**src/rtl/cp0_unit_if.sv**
```systemverilog
// Pipeline <-> coprocessor-0 signal bundle.
// The pipeline (M stage plus memory bridge) is the master; cp0_unit is the slave.
interface cp0_unit_if;
    logic [4:0]  A;        // CP0 register number for mfc0/mtc0
    logic [31:0] DIn;      // mtc0 write data
    logic        WE;       // mtc0 write enable
    logic        EXLClr;   // eret commit
    logic [31:0] PC;       // PC of the instruction in M
    logic        BD;       // M instruction is in a branch delay slot
    logic [4:0]  ExcCode;  // pending exception code, 0 = none
    logic [5:0]  HWInt;    // hardware interrupt lines
    logic [31:0] DOut;     // mfc0 read data
    logic [31:0] EPCOut;   // current EPC for eret
    logic        Req;      // take interrupt/exception this cycle

    modport master (
        output A, DIn, WE, EXLClr, PC, BD, ExcCode, HWInt,
        input  DOut, EPCOut, Req
    );

    modport slave (
        input  A, DIn, WE, EXLClr, PC, BD, ExcCode, HWInt,
        output DOut, EPCOut, Req
    );
endinterface

```
**src/rtl/cp0_unit.sv**
```systemverilog
// Coprocessor 0: SR, Cause, EPC and PRId, interrupt/exception request
// evaluation, victim-PC capture and the mfc0/mtc0/eret service for the M stage.
module cp0_unit #(
    parameter logic [31:0] PRID       = 32'h2022_1129,
    // Handler entry the pipeline redirects to when Req is high; kept here so
    // the address lives next to the logic that raises Req.
    parameter logic [31:0] HANDLER_PC = 32'h0000_4180
) (
    input  logic       clk,
    input  logic       reset,
    cp0_unit_if.slave  bus
);

    localparam logic [4:0] REG_SR    = 5'd12;
    localparam logic [4:0] REG_CAUSE = 5'd13;
    localparam logic [4:0] REG_EPC   = 5'd14;
    localparam logic [4:0] REG_PRID  = 5'd15;

    // Only the implemented fields are stored; everything else reads as 0.
    logic [5:0]  sr_im_q,     sr_im_d;
    logic        sr_exl_q,    sr_exl_d;
    logic        sr_ie_q,     sr_ie_d;
    logic        cause_bd_q,  cause_bd_d;
    logic [5:0]  cause_ip_q,  cause_ip_d;
    logic [4:0]  cause_exc_q, cause_exc_d;
    logic [29:0] epc_q,       epc_d;      // word address; bits 1:0 are always 0

    logic        int_req;
    logic        exc_req;
    logic        req;
    logic [29:0] pc_word;
    logic [29:0] victim_word;

    // Request evaluation uses the live HWInt, not the delayed Cause.IP copy.
    always_comb begin
        int_req     = (|(bus.HWInt & sr_im_q)) & sr_ie_q & ~sr_exl_q;
        exc_req     = (bus.ExcCode != 5'd0) & ~sr_exl_q;
        req         = int_req | exc_req;
        pc_word     = bus.PC[31:2];
        // A delay-slot victim restarts at its branch, one word earlier.
        victim_word = bus.BD ? (pc_word - 30'd1) : pc_word;
    end

    // Next-state for all CP0 state: exception entry overrides mtc0 and eret.
    always_comb begin
        sr_im_d     = sr_im_q;
        sr_exl_d    = sr_exl_q;
        sr_ie_d     = sr_ie_q;
        cause_bd_d  = cause_bd_q;
        cause_exc_d = cause_exc_q;
        epc_d       = epc_q;
        cause_ip_d  = bus.HWInt;

        if (req) begin
            sr_exl_d    = 1'b1;
            cause_exc_d = int_req ? 5'd0 : bus.ExcCode;
            cause_bd_d  = bus.BD;
            epc_d       = victim_word;
        end else begin
            if (bus.WE && bus.A == REG_SR) begin
                sr_im_d  = bus.DIn[15:10];
                sr_exl_d = bus.DIn[1];
                sr_ie_d  = bus.DIn[0];
            end
            if (bus.WE && bus.A == REG_EPC) begin
                epc_d = bus.DIn[31:2];
            end
            // eret has the last word on EXL even if SR is written together.
            if (bus.EXLClr) begin
                sr_exl_d = 1'b0;
            end
        end
    end

    // State registers with synchronous reset.
    always_ff @(posedge clk) begin
        if (reset) begin
            sr_im_q     <= 6'd0;
            sr_exl_q    <= 1'b0;
            sr_ie_q     <= 1'b0;
            cause_bd_q  <= 1'b0;
            cause_ip_q  <= 6'd0;
            cause_exc_q <= 5'd0;
            epc_q       <= 30'd0;
        end else begin
            sr_im_q     <= sr_im_d;
            sr_exl_q    <= sr_exl_d;
            sr_ie_q     <= sr_ie_d;
            cause_bd_q  <= cause_bd_d;
            cause_ip_q  <= cause_ip_d;
            cause_exc_q <= cause_exc_d;
            epc_q       <= epc_d;
        end
    end

    // mfc0 read mux straight from the stored registers (no write-through).
    always_comb begin
        bus.DOut = 32'd0;
        unique case (bus.A)
            REG_SR:    bus.DOut = {16'd0, sr_im_q, 8'd0, sr_exl_q, sr_ie_q};
            REG_CAUSE: bus.DOut = {cause_bd_q, 15'd0, cause_ip_q, 3'd0, cause_exc_q, 2'd0};
            REG_EPC:   bus.DOut = {epc_q, 2'b00};
            REG_PRID:  bus.DOut = PRID;
            default:   bus.DOut = 32'd0;
        endcase
    end

    // Remaining outputs.
    always_comb begin
        bus.EPCOut = {epc_q, 2'b00};
        bus.Req    = req;
    end

endmodule

```
**src/flat_wrapper.sv**
```systemverilog
// flat-port wrapper written by rule: the top's interface ports become plain ports
module cp0_unit_flat 
#(
    parameter logic [31:0] PRID       = 32'h2022_1129,
                                                                             
                                                           
    parameter logic [31:0] HANDLER_PC = 32'h0000_4180
)
  (clk, reset, bus_A, bus_DIn, bus_WE, bus_EXLClr, bus_PC, bus_BD, bus_ExcCode, bus_HWInt, bus_DOut, bus_EPCOut, bus_Req);
  cp0_unit_if bus_i ();
  input  logic clk;
  input  logic reset;
  input wire logic [$bits(bus_i.A)-1:0] bus_A;
  input wire logic [$bits(bus_i.DIn)-1:0] bus_DIn;
  input wire logic [$bits(bus_i.WE)-1:0] bus_WE;
  input wire logic [$bits(bus_i.EXLClr)-1:0] bus_EXLClr;
  input wire logic [$bits(bus_i.PC)-1:0] bus_PC;
  input wire logic [$bits(bus_i.BD)-1:0] bus_BD;
  input wire logic [$bits(bus_i.ExcCode)-1:0] bus_ExcCode;
  input wire logic [$bits(bus_i.HWInt)-1:0] bus_HWInt;
  output wire logic [$bits(bus_i.DOut)-1:0] bus_DOut;
  output wire logic [$bits(bus_i.EPCOut)-1:0] bus_EPCOut;
  output wire logic [$bits(bus_i.Req)-1:0] bus_Req;
  assign bus_i.A = bus_A;
  assign bus_i.DIn = bus_DIn;
  assign bus_i.WE = bus_WE;
  assign bus_i.EXLClr = bus_EXLClr;
  assign bus_i.PC = bus_PC;
  assign bus_i.BD = bus_BD;
  assign bus_i.ExcCode = bus_ExcCode;
  assign bus_i.HWInt = bus_HWInt;
  assign bus_DOut = bus_i.DOut;
  assign bus_EPCOut = bus_i.EPCOut;
  assign bus_Req = bus_i.Req;
  cp0_unit #(.PRID(PRID), .HANDLER_PC(HANDLER_PC)) u_core (.clk(clk), .reset(reset), .bus(bus_i));
endmodule
```
**config.mk**
```make
export PLATFORM = sky130hd
export DESIGN_NAME = cp0_unit_flat
export DESIGN_NICKNAME = d
export VERILOG_FILES = /design/src/rtl/cp0_unit_if.sv /design/src/rtl/cp0_unit.sv /design/src/flat_wrapper.sv
export SDC_FILE = /design/constraint.sdc
export NUM_CORES = 1
export LEC_CHECK = 0
export BUFFER_PORTS_ARGS = -buffer_cell sky130_fd_sc_hd__buf_2
export CAP_MARGIN = 30
export CORE_ASPECT_RATIO = 0.9
export CORE_MARGIN = 2
export CORE_UTILIZATION = 43
export CTS_BUF_LIST = sky130_fd_sc_hd__clkbuf_16
export DETAILED_ROUTE_END_ITERATION = 16
export GPL_TIMING_DRIVEN = 0
export PLACE_DENSITY_LB_ADDON = 0.15
export SLEW_MARGIN = 20
export SYNTH_ARGS = -nofsm -noshare
export SYNTH_HDL_FRONTEND = slang
export SYNTH_SLANG_ARGS = --single-unit
```
**constraint.sdc**
```tcl
create_clock -name clk -period 2.1 [get_ports clk]
set_clock_uncertainty 0.2 [all_clocks]
set_input_delay 0.42 -clock clk [delete_from_list [all_inputs] [get_ports clk]]
set_output_delay 0.42 -clock clk [all_outputs]
set_load 0.005 [all_outputs]
```
==> metrics.log <==
INFO  metric worst-endpoint-required = 1.48 ns
INFO  metric timing.final.crit_period = 2.44 ns
INFO  metric max_freq = 410 MHz
INFO  metric min_period_over_period = 116%
INFO  metric wire_length_of_the_first_global_routing_pass = approximately 16 mm
INFO  metric hold_path.startpoint = bus_HWInt[2]
INFO  metric drv_cap = 0
INFO  metric drt_first_pass_iters = 5
INFO  metric critPathLaunch = u_core.sr_im_q[3]
INFO  metric floorplan.die_area = 8150 µm²
INFO  metric slowest_stage = sky130_fd_sc_hd__dfxtp_2
INFO  metric die-height = about 86 µm
INFO  metric worstSkewPairLatency = 0.29 ns
INFO  metric r2r_end = u_core.epc_q[17]
INFO  metric slew_headroom = 57.0%
INFO  metric failed_checks = negative setup slack
INFO  metric post_drt_via_cell_ratio = 5.58
INFO  metric fin_area = 4700 µm²
INFO  metric ant_nets = 0
INFO  metric route.detailed.drc = 0
INFO  metric combinational_share_of_power = roughly a quarter
INFO  metric report.final.setup_viol = 21
INFO  metric hold_path_class = in2reg
INFO  metric post_drt_wl_per_cell = 17.6 µm
INFO  metric antennaDiodeCount = 0
INFO  metric route.final.wire_length = 11.3 mm
INFO  metric run_status = complete, but fails checks
INFO  metric synth_cells = approximately 380
INFO  metric routed-via-count = ~3,600
INFO  metric filler_cell_count = 622
INFO  metric timing_hold_violations_final = 0
INFO  metric tritoncts = yes
INFO  metric detailed_place.area = 4080 µm²
INFO  metric synth_top_area_share = 31.3%
INFO  metric net-switching-power = 0.000753 W
INFO  metric largest_net_degree_at_the_start_of_global_routing = 16
INFO  metric netSwitchingFraction = approximately 30%
INFO  metric slew_viol_final = 0
INFO  metric maximum_clock_path_buffer_count = 2
INFO  metric post_synth.cell_area_avg = 8.34 µm²
INFO  metric num_io_pins = 150
INFO  metric synthTopCellsByArea = sky130_fd_sc_hd__dfxtp_1, sky130_fd_sc_hd__a211oi_1, sky130_fd_sc_hd__mux2i_1
INFO  metric vdd_ir_drop_max = 330 µV
INFO  metric critical_path.max_fanout = 4
INFO  metric detailed_place_hpwl = 8.24 mm
INFO  metric postSynth.asyncResetShare = 0%
INFO  metric synthTopCellsByCount = sky130_fd_sc_hd__dfxtp_1, sky130_fd_sc_hd__nor2_1, sky130_fd_sc_hd__a211oi_1, sky130_fd_sc_hd__nor2b_1, sky130_fd_sc_hd__mux2i_1
INFO  metric htree_num_levels = 2
INFO  metric leakagePower = 2.05 nW
INFO  metric timing_worst_slew_pin_value = around 0.64 ns
INFO  metric grt_setup_unrepaired = yes
INFO  metric ys.warnings.count = 0
INFO  metric grtUsageTotal = between 20% and 30%
INFO  metric critical_path_class = reg2out
INFO  metric synthDominantAreaCellType = sky130_fd_sc_hd__dfxtp_1
INFO  metric via_count_of_the_first_global_routing_pass = 3,201
INFO  metric fin_worst_hold_slack = roughly 0.17 ns
INFO  metric routabilityCongestion = 0.938
INFO  metric p_int = 0.00178 W
INFO  metric crit_end = bus_Req
INFO  metric cts_num_sinks = 50
INFO  metric final_critical_path_setup_slack = -0.339 ns
INFO  metric fin_total_pwr = between 0.002 and 0.003 W
INFO  metric p_seq_share = 42.3%
INFO  metric clock-root-buffer = sky130_fd_sc_hd__clkbuf_16
INFO  metric clkSlewWorstSetupHoldPaths = around 0.070 ns
INFO  metric die_x = 95.0 µm
INFO  metric synth-seq-area-share = between 30% and 40%
INFO  metric layout-drive-gt1-share = 45.5%
INFO  metric rr_worst_depth = 10
INFO  metric rrSetupSlack = -0.24 ns
INFO  metric postSynth.topFlopCell = sky130_fd_sc_hd__dfxtp_1
INFO  metric overflow = 0
INFO  metric slowest_delay = 0.33 ns
INFO  metric worstSetupEndpointType = output port
INFO  metric synth-edff-count = 0
INFO  metric number_of_antenna_violations_at_the_first_check_in_global_routing = 0
INFO  metric clkPwrFrac = roughly 31%
INFO  metric yosysUniqueCellTypes = 47
INFO  metric crit_path_arrival_time = 1.82 ns
INFO  metric mappedNetlistArea = around 3200 µm²
INFO  metric timing.rr.start = u_core.sr_im_q[3]
INFO  metric fin_nets = approximately 640
INFO  metric initial_core_util = 44.8%
INFO  metric fp.coreArea = 7150 µm²
INFO  metric power_per_cell_area = 539 nW/µm²
INFO  metric timing.setup.tns = -2.56 ns
INFO  metric post_synthesis_sequential_element_count = 50
INFO  metric initialDrtViolationCount = between 200 and 250
INFO  metric worstSetupStartpointType = register
INFO  metric syn_to_final_growth = 46.7%
INFO  metric tritoncts.num_buffers = 5
INFO  metric rows = 29
INFO  metric critical-path-top-cell-by-count = sky130_fd_sc_hd__buf_6
INFO  metric dp_slack = -0.582 ns
INFO  metric crit_chain = a22oi_2 -> a31oi_4 -> o31ai_4 -> inv_2 -> buf_6 -> buf_8 -> buf_6
INFO  metric port_buffers = 143
==> cells by family (layout without fill, tap and decap cells) <==
logic type	after synthesis	count (layout)	synth area share [%]
buf+inv	37	202	5.63
xor+xnor	23	23	6.29
mux	24	24	7.50
compound gates	84	84	19.1
flops	50	50	31.3
fa+ha+maj	1	1	0.391
simple gates	164	164	29.7
other cells	1	2	0.117
==> per-stage QoR <==
step | std cells | utilization [%]
final | 643 | 65.7
after global placement | 621 | 57.0
after detailed placement | 621 | 57.0
after CTS | 634 | 61.9
after global routing | 643 | 65.7
after floorplan | 385 | -
==> sequential cells by signal, summed over array words and instances (netlist names) <==
signal / count
u_core.sr_im_q: 6
u_core.cause_exc_q: 5
u_core.sr_exl_q: 1
u_core.sr_ie_q: 1
u_core.epc_q: 30
u_core.cause_ip_q: 6
u_core.cause_bd_q: 1
==> cell usage in the layout (no fill, tap or decap), drive strengths merged, types with 5 or more instances in the layout <==
cell    instances
dfxtp          50
or3            10
a22oi           9
or4             6
clkbuf         18
a21oi          14
xnor2          18
nor3           15
nor2           50
nand2          12
xor2            5
nor4            8
nor2b          30
mux2i          24
and3           16
a211oi         49
inv             5
buf           175
o21ai           5
==> power by group through the flow <==
stage	clock, W	combinational, W	sequential [W]
after floorplan	0	0.000279	0.00108
after global placement	0	0.000522	0.00109
after detailed placement	0	0.000530	0.00109
after CTS	0.000786	0.000585	0.00107
after global routing	0.000829	0.000720	0.00108
final	0.000793	0.000666	0.00107
==> area by class of cell <==
cell class	count	area [µm²]	share of cell area [%]
tap	93	116	2.48
clock buffer	5	125	2.66
buffer	31	243	5.17
clock inverter	3	16.3	0.346
inverter	5	18.8	0.400
timing repair buffer	158	888	18.9
multi-input combinational	298	2290	48.7
sequential	50	1000	21.3
==> critical path, delay by kind of cell, from the launching register on <==
family | cells | cell delay, ns
AOI/OAI and AO/OA | 3 | 0.78
DFF | 1 | 0.33
buffers and inverters | 4 | 0.42
==> per-layer routing <==
metal	up-vias	wire length, µm	global-route usage, %	part of all wire, %
li1	1720	-	-	-
met1	1693	5220	37.3	46
met2	159	5110	41.5	45
met3	14	833	4.13	7.4
met4	0	163	6.19	1.4
met5	-	0	0	0
==> worst min-delay path by stage <==
stage                                 endpoint  slack (ns)  depth (start not counted)
after CTS                 u_core.cause_ip_q[2]        0.16                          2
after global placement       u_core.cause_bd_q        0.24                          2
after global routing      u_core.cause_ip_q[3]        0.19                          2
after detailed placement     u_core.cause_bd_q        0.25                          2
final                     u_core.cause_ip_q[2]        0.17                          2
after floorplan              u_core.cause_bd_q        0.24                          2
==> timing repair <==
item | CTS | global route
pin swaps | 7 | 12
cloned | 0 | 2
setup buffers | 6 | 7
setup endpoints to repair | 64 | 53
hold buffers | 0 | 0
resized for setup | 41 | 48
Power figures use the tool's default switching activity.
